`config.mk`:
```
export PLATFORM = sky130hd
export DESIGN_NAME = booth_mul_seq
export DESIGN_NICKNAME = d
export VERILOG_FILES = /design/src/rtl/booth_mul_seq.sv
export SDC_FILE = /design/constraint.sdc
export NUM_CORES = 1
export LEC_CHECK = 0
export BUFFER_PORTS_ARGS = -buffer_cell sky130_fd_sc_hd__buf_2
export CELL_PAD_IN_SITES_DETAIL_PLACEMENT = 1
export CELL_PAD_IN_SITES_GLOBAL_PLACEMENT = 1
export CORE_ASPECT_RATIO = 1.75
export CORE_UTILIZATION = 46
export CTS_CLUSTER_DIAMETER = 80
export DETAILED_ROUTE_END_ITERATION = 16
export GPL_ROUTABILITY_DRIVEN = 0
export GPL_TIMING_DRIVEN = 0
export PLACE_DENSITY_LB_ADDON = 0.1
export SLEW_MARGIN = 10
export SYNTH_ARGS = -nofsm -noshare
export SYNTH_HDL_FRONTEND = slang
export SYNTH_SLANG_ARGS = --single-unit
```
`constraint.sdc`:
```
create_clock -name clk -period 6.78 [get_ports clk]
set_input_delay 0 -clock clk [delete_from_list [all_inputs] [get_ports clk]]
set_output_delay 0 -clock clk [all_outputs]
set_load 0.005 [all_outputs]
```
`src/rtl/booth_mul_seq.sv`:
```
// booth_mul_seq: multi-cycle radix-4 Booth multiplier with a start/done handshake.
// Each RUN cycle retires one Booth digit, which is two multiplier bits.
//
// Parameters
//   WIDTH        operand width. It must be even and at least 4. The product is 2*WIDTH bits.
// Ports
//   clk          rising-edge clock
//   rst_n        asynchronous, active-low reset
//   start        request to multiply. It is sampled only in IDLE or DONE.
//   signed_mode  1: operands are two's complement. 0: operands are unsigned.
//   M            multiplicand, captured on the accepting edge
//   Q            multiplier, captured on the accepting edge
//   busy         high while an operation runs
//   done         one-cycle pulse on the edge where P becomes valid
//   P            product. It holds its value until the next result replaces it.
// Configuration
//   BOOTH_EARLY_TERM_EN  when defined, the operation finishes as soon as every
//                        remaining Booth digit is zero, so latency depends on the data.
module booth_mul_seq #(
  parameter int unsigned WIDTH = 32
) (
  input  logic                 clk,
  input  logic                 rst_n,
  input  logic                 start,
  input  logic                 signed_mode,
  input  logic [WIDTH-1:0]     M,
  input  logic [WIDTH-1:0]     Q,
  output logic                 busy,
  output logic                 done,
  output logic [2*WIDTH-1:0]   P
);

  localparam int unsigned EW = WIDTH + 2;       // extended operand width
  localparam int unsigned AW = 2 * WIDTH + 2;   // accumulator width
  localparam int unsigned N  = WIDTH / 2 + 1;   // Booth digits per operation
  localparam int unsigned SW = $clog2(N + 1);   // step counter width

  typedef enum logic [1:0] {
    S_IDLE = 2'd0,
    S_RUN  = 2'd1,
    S_DONE = 2'd2
  } state_t;

  state_t          r_state;
  logic [EW-1:0]   r_m;
  logic [EW-1:0]   r_q;
  logic            r_guard;
  logic [AW-1:0]   r_acc;
  logic [SW-1:0]   r_step;

  logic [EW-1:0]   w_m_ext;
  logic [EW-1:0]   w_q_ext;
  logic [EW-1:0]   w_pp;
  logic [AW-1:0]   w_addend;
  logic [AW-1:0]   w_acc_nxt;
  logic            w_last;

  // The operands are extended once at accept. The extension is where signed_mode takes effect.
  assign w_m_ext = signed_mode ? {{2{M[WIDTH-1]}}, M} : {2'b00, M};
  assign w_q_ext = signed_mode ? {{2{Q[WIDTH-1]}}, Q} : {2'b00, Q};

  // Booth digit decode. The +-2M term is formed at EW bits, so a most-negative M cannot overflow.
  always_comb begin
    w_pp = '0;
    case ({r_q[1:0], r_guard})
      3'b001, 3'b010: w_pp = r_m;
      3'b011:         w_pp = {r_m[EW-2:0], 1'b0};
      3'b100:         w_pp = EW'(~{r_m[EW-2:0], 1'b0} + 1'b1);
      3'b101, 3'b110: w_pp = EW'(~r_m + 1'b1);
      default:        w_pp = '0;
    endcase
  end

  // The partial product is sign-extended and then weighted by 4^step.
  assign w_addend  = {{WIDTH{w_pp[EW-1]}}, w_pp} << {r_step, 1'b0};
  assign w_acc_nxt = r_acc + w_addend;

`ifdef BOOTH_EARLY_TERM_EN
  // After the shift, the remaining multiplier bits and the new guard are r_q[EW-1:1].
  // When those bits are all equal, every later digit is zero.
  logic w_rest_eq;
  assign w_rest_eq = (&r_q[EW-1:1]) | ~(|r_q[EW-1:1]);
  assign w_last    = (r_step == SW'(N - 1)) | w_rest_eq;
`else
  assign w_last    = (r_step == SW'(N - 1));
`endif

  // Control FSM and datapath registers
  always_ff @(posedge clk or negedge rst_n) begin
    if (!rst_n) begin
      r_state <= S_IDLE;
      r_m     <= '0;
      r_q     <= '0;
      r_guard <= 1'b0;
      r_acc   <= '0;
      r_step  <= '0;
      busy    <= 1'b0;
      done    <= 1'b0;
      P       <= '0;
    end else begin
      case (r_state)
        S_IDLE, S_DONE: begin
          done <= 1'b0;
          if (start) begin
            r_m     <= w_m_ext;
            r_q     <= w_q_ext;
            r_guard <= 1'b0;
            r_acc   <= '0;
            r_step  <= '0;
            busy    <= 1'b1;
            r_state <= S_RUN;
          end else begin
            r_state <= S_IDLE;
          end
        end
        S_RUN: begin
          r_acc   <= w_acc_nxt;
          r_q     <= {{2{r_q[EW-1]}}, r_q[EW-1:2]};
          r_guard <= r_q[1];
          r_step  <= SW'(r_step + 1'b1);
          if (w_last) begin
            P       <= w_acc_nxt[2*WIDTH-1:0];
            done    <= 1'b1;
            busy    <= 1'b0;
            r_state <= S_DONE;
          end
        end
        default: r_state <= S_IDLE;
      endcase
    end
  end

endmodule

```
After elaboration in Yosys (flattened, before gate mapping)
Cells that the tools add are included.

Bits in registers: 208. Latch bits: 0. Bits in writable memories: 0. ROM bits: 0. Input bits: 68. Output and inout bits: 66. Word-level logic and storage cells: 59. Memories: 0.

Add/sub/neg operators: 4. Multiply operators: 0. Div/mod/pow operators: 0. Order comparisons: 0. Eq/ne operators: 11. Shifts and indexed selects: 1. Muxes and demuxes: 19. Bitwise logic cells: 3. Reduce and logical (&&, ||, !) cells: 11.

Operator list (count): 34-bit case mux with 4 select lines (1); 66-bit case mux with 2 select lines (1); 34-bit two-way mux (3); 34-bit by 1-bit adder with 34-bit output, second input constant (2); 34-bit inverter (2); 34-bit case mux with 2 select lines (1); 66-bit adder (1); 66-bit two-way mux (1); 66-bit by 6-bit << shifter with 66-bit output (1); 5-bit case mux with 2 select lines (1); 3-bit equality test, second input constant (3); 2-bit AND reduction (4); 3-bit by 2-bit equality test with 1-bit output, second input constant (2); 1-bit case mux with 2 select lines (3); 3-bit AND reduction (2); 2-bit OR reduction (3); 5-bit by 1-bit adder with 5-bit output, second input constant (1); 5-bit equality test, second input constant (1); 1-bit two-way mux (5); 5-bit two-way mux (1); 2-bit inequality test, second input constant (2); 2-bit case mux with 2 select lines (1); 3-bit by 1-bit equality test with 1-bit output, second input constant (1); 2-bit by 1-bit equality test with 1-bit output, second input constant (1); other kinds (5) (5).

Logic depth before layout (Yosys ltp)
Depth in word-level cells: 6. Depth in mapped cells: 28. Depth with buffers taken out: 25.

Worst setup path after synthesis
No wires, ideal clock.

Path kind: register -> register. Start point: register r_m[0]. End point: register P[62]. Setup time: 0.125 ns. Arrival time: 6.042 ns. Data required time: 6.655 ns. Path slack: 0.613 ns. Stages on the path, launching flop included: 28. Period minus slack after synthesis: 6.167 ns. Path through: dfrtp_1 > clkbuf_1 > inv_1 > ha_1 > or4b_2 > clkbuf_1 > or4_1 > mux2i_1 > nor4_1 > a311oi_1 > a21oi_1 > mux2i_1 > nand2_1 > o21ai_0 > and2_1 > ha_1 > clkbuf_1 > nand2_1 > o21ai_0 > a221o_1 > a31oi_1 > o211ai_1 > a31oi_1 > o41ai_1 > a21oi_1 > o31ai_1 > o311ai_0 > mux2_2.

Word-level cells in the longest chain between the ends: 5. Elaborated cells on any way between the ends: 7.

Ends and longest elaborated chain: start: declaration (line 45) `logic [EW-1:0] r_m;`; start signal: assignment (line 105) `r_m <= w_m_ext;`; 34-bit inverter, on equally long branches (line 69, 68); 34-bit by 1-bit adder with 34-bit output, on equally long branches (line 69, 68); 34-bit case mux with 4 select lines * (line 65) `case ({r_q[1:0], r_guard})`; 66-bit by 6-bit << shifter with 66-bit output * (line 75) `assign w_addend = {{WIDTH{w_pp[EW-1]}}, w_pp} << {r_step, 1'b0};`; 66-bit adder * (line 76) `assign w_acc_nxt = r_acc + w_addend;`; end signal: assignment (line 122) `P <= w_acc_nxt[2*WIDTH-1:0];`; end: declaration (line 30) `output logic [2*WIDTH-1:0] P`.

Mark *: on every way between the ends. The rest lies on a longest branch, timed or not. A chain may end at the register's enable or synchronous reset.

Final worst setup path
Start point: register r_guard. End point: register P[58].

Word-level cells in the longest chain between the ends: 5. Elaborated cells on any way between the ends: 11.

Ends and longest elaborated chain: start: declaration (line 47) `logic r_guard;`; start signal: assignment (line 119) `r_guard <= r_q[1];`; 3-bit equality test (tied with other cells) (line 65); 2-bit OR reduction (line 65); 34-bit case mux with 4 select lines * (line 65); 66-bit by 6-bit << shifter with 66-bit output * (line 75); 66-bit adder * (line 76).

Marks and branches as above.

==> impl_metrics.json <==
{
  "core_area_um2": 33850,
  "initial_core_util": 0.4680,
  "n_fill_cell": 4175,
  "die_h_um": 247.5,
  "cap_viol_max_count": 0,
  "ant_nets": 0,
  "synth_edf_count": 0,
  "synth_fp_nets": 2150,
  "whs_ps": 161.4,
  "cts_max_path_buffers": 3,
  "ys_seq_elements": 205,
  "first_global_vias": 18850,
  "viasPerCell": 6.511,
  "grt-ovfl-total": 0,
  "hold_viol_final": 0,
  "worstPathRequired_ps": 7230,
  "synth_area_leaders": "dfrtp_1 (32%), nand2_1 (10%), ha_1 (5.2%), o21ai_0 (4.2%), a21oi_1 (3.7%)",
  "final_layout_size_suffix_gt1_frac": 0.1770,
  "insertion_delay_ps": 570,
  "die_w_um": 142.3,
  "synthFlopType": "dfrtp_1",
  "grt_max_degree": 76,
  "grt_setup_unrepaired": "yes",
  "hold_path.class": "in2reg",
  "finalWorstSetupSlack_ps": -67.51,
  "antenna_found_initial": 6,
  "dr.first_iter.drc_count": 1297,
  "path_class": "reg2reg",
  "wl_per_cell_um": 26.46,
  "fmax_mhz": 146.0,
  "slew_headroom": 0.1533,
  "synth.yosys.seq_area_share": 0.3238,
  "firstDrtPassIters": 7,
  "clockRootBuffer": "clkbuf_16",
  "die_area_um2": 35220,
  "routed_wl_mm": 72.50,
  "vias": 17839,
  "path_clk_slew_ps": 70,
  "layout_commonest_cell": "nand2_1",
  "yosysWarnings": 0,
  "dp_hpwl_mm": 50.41,
  "grt_pass1_wl_mm": 110.7,
  "io_pins": 134,
  "crit_path_end_kind": "flop",
  "synth_top_area_frac": 0.3238,
  "syn_to_final_growth_pct": 23.81,
  "synth_area_um2": 15840,
  "setup_viol": 2,
  "reg2reg_setup_slack_ps": -70,
  "final_nets": 2401,
  "min_period_over_period": 1.010,
  "synth_cells": 2015,
  "ys_async_sr_fraction": 1.000,
  "syn_avg_cell_area_um2": 7.863,
  "layout_common_cells": "nand2_1 (428), dfrtp_1 (203), buf_2 (138), nor2_1 (126), clkbuf_1 (113)",
  "cts_sinks": 205,
  "timing.final.crit_period_ps": 6848,
  "path_max_fanout": 10,
  "cts_inserted_buffers": 23,
  "port_buffers": 133,
  "num_rows": 89,
  "track_usage": 0.4168,
  "clock_skew_ps": 14.20,
  "slew_viol_final": 0,
  "start_kind": "flop",
  "failed_checks": "setup timing",
  "tightest_slew_ps": 1270,
  "synth_top_area_cell": "dfrtp_1",
  "drc": 0,
  "synth_cell_types": 82,
  "cp.arrival_ps": 7290,
  "h-tree-depth": 1,
  "cts_tree": "done",
  "outcome": "complete, but fails checks"
}
-- kinds of logic (layout without fill, tap and decap cells) --
kind of cell	count (synthesis)	in the layout	synth area share
simple gates	778	778	0.2179
compound gates	610	610	0.2589
flops	205	205	0.3238
buf+inv	196	463	0.04801
xor+xnor	85	85	0.04699
mux	74	74	0.05101
fa+ha+maj	67	67	0.05338
other cells	0	3	0
-- metrics by stage --
| stage | util | TNS (ps) | std cells | worst slack [ps] | area (um2) |
|---|---|---|---|---|---|
| after floorplan | - | 0 | 2015 | 613.3 | 15840 |
| after global placement | 0.5045 | -58530 | 2603 | -1935 | 17080 |
| after detailed placement | 0.5071 | -64900 | 2606 | -2166 | 17170 |
| after CTS | 0.5659 | -3.678 | 2727 | -3.678 | 19160 |
| after global routing | 0.5793 | -1683 | 2738 | -198.2 | 19610 |
| final | 0.5795 | -74.92 | 2740 | -67.51 | 19620 |
-- cell type report --
cell class / count / area, um2 / area share
diodes: 3 / 7.507 / 0.0003827
multi-input cells: 1614 / 10680 / 0.5445
inverters: 38 / 146.4 / 0.007463
flip-flops and latches: 205 / 5132 / 0.2616
well taps: 455 / 569.3 / 0.02902
clock buffers: 26 / 606.8 / 0.03094
repair buffers: 240 / 1697 / 0.08649
plain buffers: 144 / 581.8 / 0.02966
clock inverters: 15 / 193.9 / 0.009886
-- cell usage after synthesis (6+ instances only) --
cell      number
a211oi_1      22
a21o_1        47
a21oi_1      118
a221oi_1       6
a22o_1        61
a22oi_1       39
a31oi_1       30
and2_1        14
and3_1         7
buf_1         13
clkbuf_1     137
dfrtp_1      205
ha_1          66
inv_1         34
mux2_2        24
mux2i_1       47
nand2_1      429
nand2b_1      14
nand3_1       33
nand4_1       25
nor2_1       134
nor2b_1       10
nor3_1        34
nor4_1        26
o211ai_1      14
o21a_1        22
o21ai_0      132
o21bai_1      12
o22ai_1       10
o31ai_1       13
o32ai_1        6
o41ai_1        8
or2_2         12
or3_1         11
or4_1          9
xnor2_1       56
xor2_1        29
-- critical path: stages, from the launching register on --
cell,delay (ps)
dfrtp_1,400
clkbuf_1,260
nor3b_4,690
clkbuf_2,510
o21ai_0,200
o21ai_0,360
a221oi_1,130
a22o_1,330
o21ai_2,320
mux2i_2,160
mux2i_1,250
and2_1,260
ha_2,360
a21oi_1,190
o21ai_2,100
a221o_1,340
a31oi_2,220
o211ai_1,170
a31oi_4,280
o41ai_4,120
buf_4,180
a211o_1,290
a21oi_1,170
xnor2_1,130
mux2_2,280
-- layer usage --
layer | track usage | up-vias | part of all wire
met5 | 0.004267 | - | 0
met4 | 0.3355 | 0 | 0.094
met3 | 0.1075 | 433 | 0.067
met2 | 0.7264 | 866 | 0.50
met1 | 0.4171 | 8764 | 0.34
li1 | - | 7776 | -
-- flip-flops by register name, summed over array words and instances, names as in the netlist --
register	cells
P	64
busy	1
done	1
r_acc	64
r_guard	1
r_m	33
r_q	34
r_state	2
r_step	5
-- path summary, 6_finish.rpt --
| check | endpoint | cells after the start | from |
|---|---|---|---|
| max | P[58] | 24 | r_guard |
| max in group asynchronous | r_q[11] | 4 | rst_n |
| min reg2reg | P[12] | 2 | P[12] |
| min in group asynchronous | r_q[1] | 3 | rst_n |
| max reg2reg | P[58] | 24 | r_guard |
| min | r_m[15] | 4 | M[15] |
-- what timing repair did --
| item | CTS | global route |
|---|---|---|
| hold buffers | 68 | 0 |
| cloned | 0 | 0 |
| hold endpoints to repair | 272 | 0 |
| pin swaps | 13 | 19 |
| gates resized for setup | 86 | 105 |
| setup endpoints to repair | 66 | 65 |
| buffers inserted | 19 | 17 |
Power is left out: the tool's default activity adds up to more than one toggle a clock period on the data nets, which glitch-free logic cannot reach.
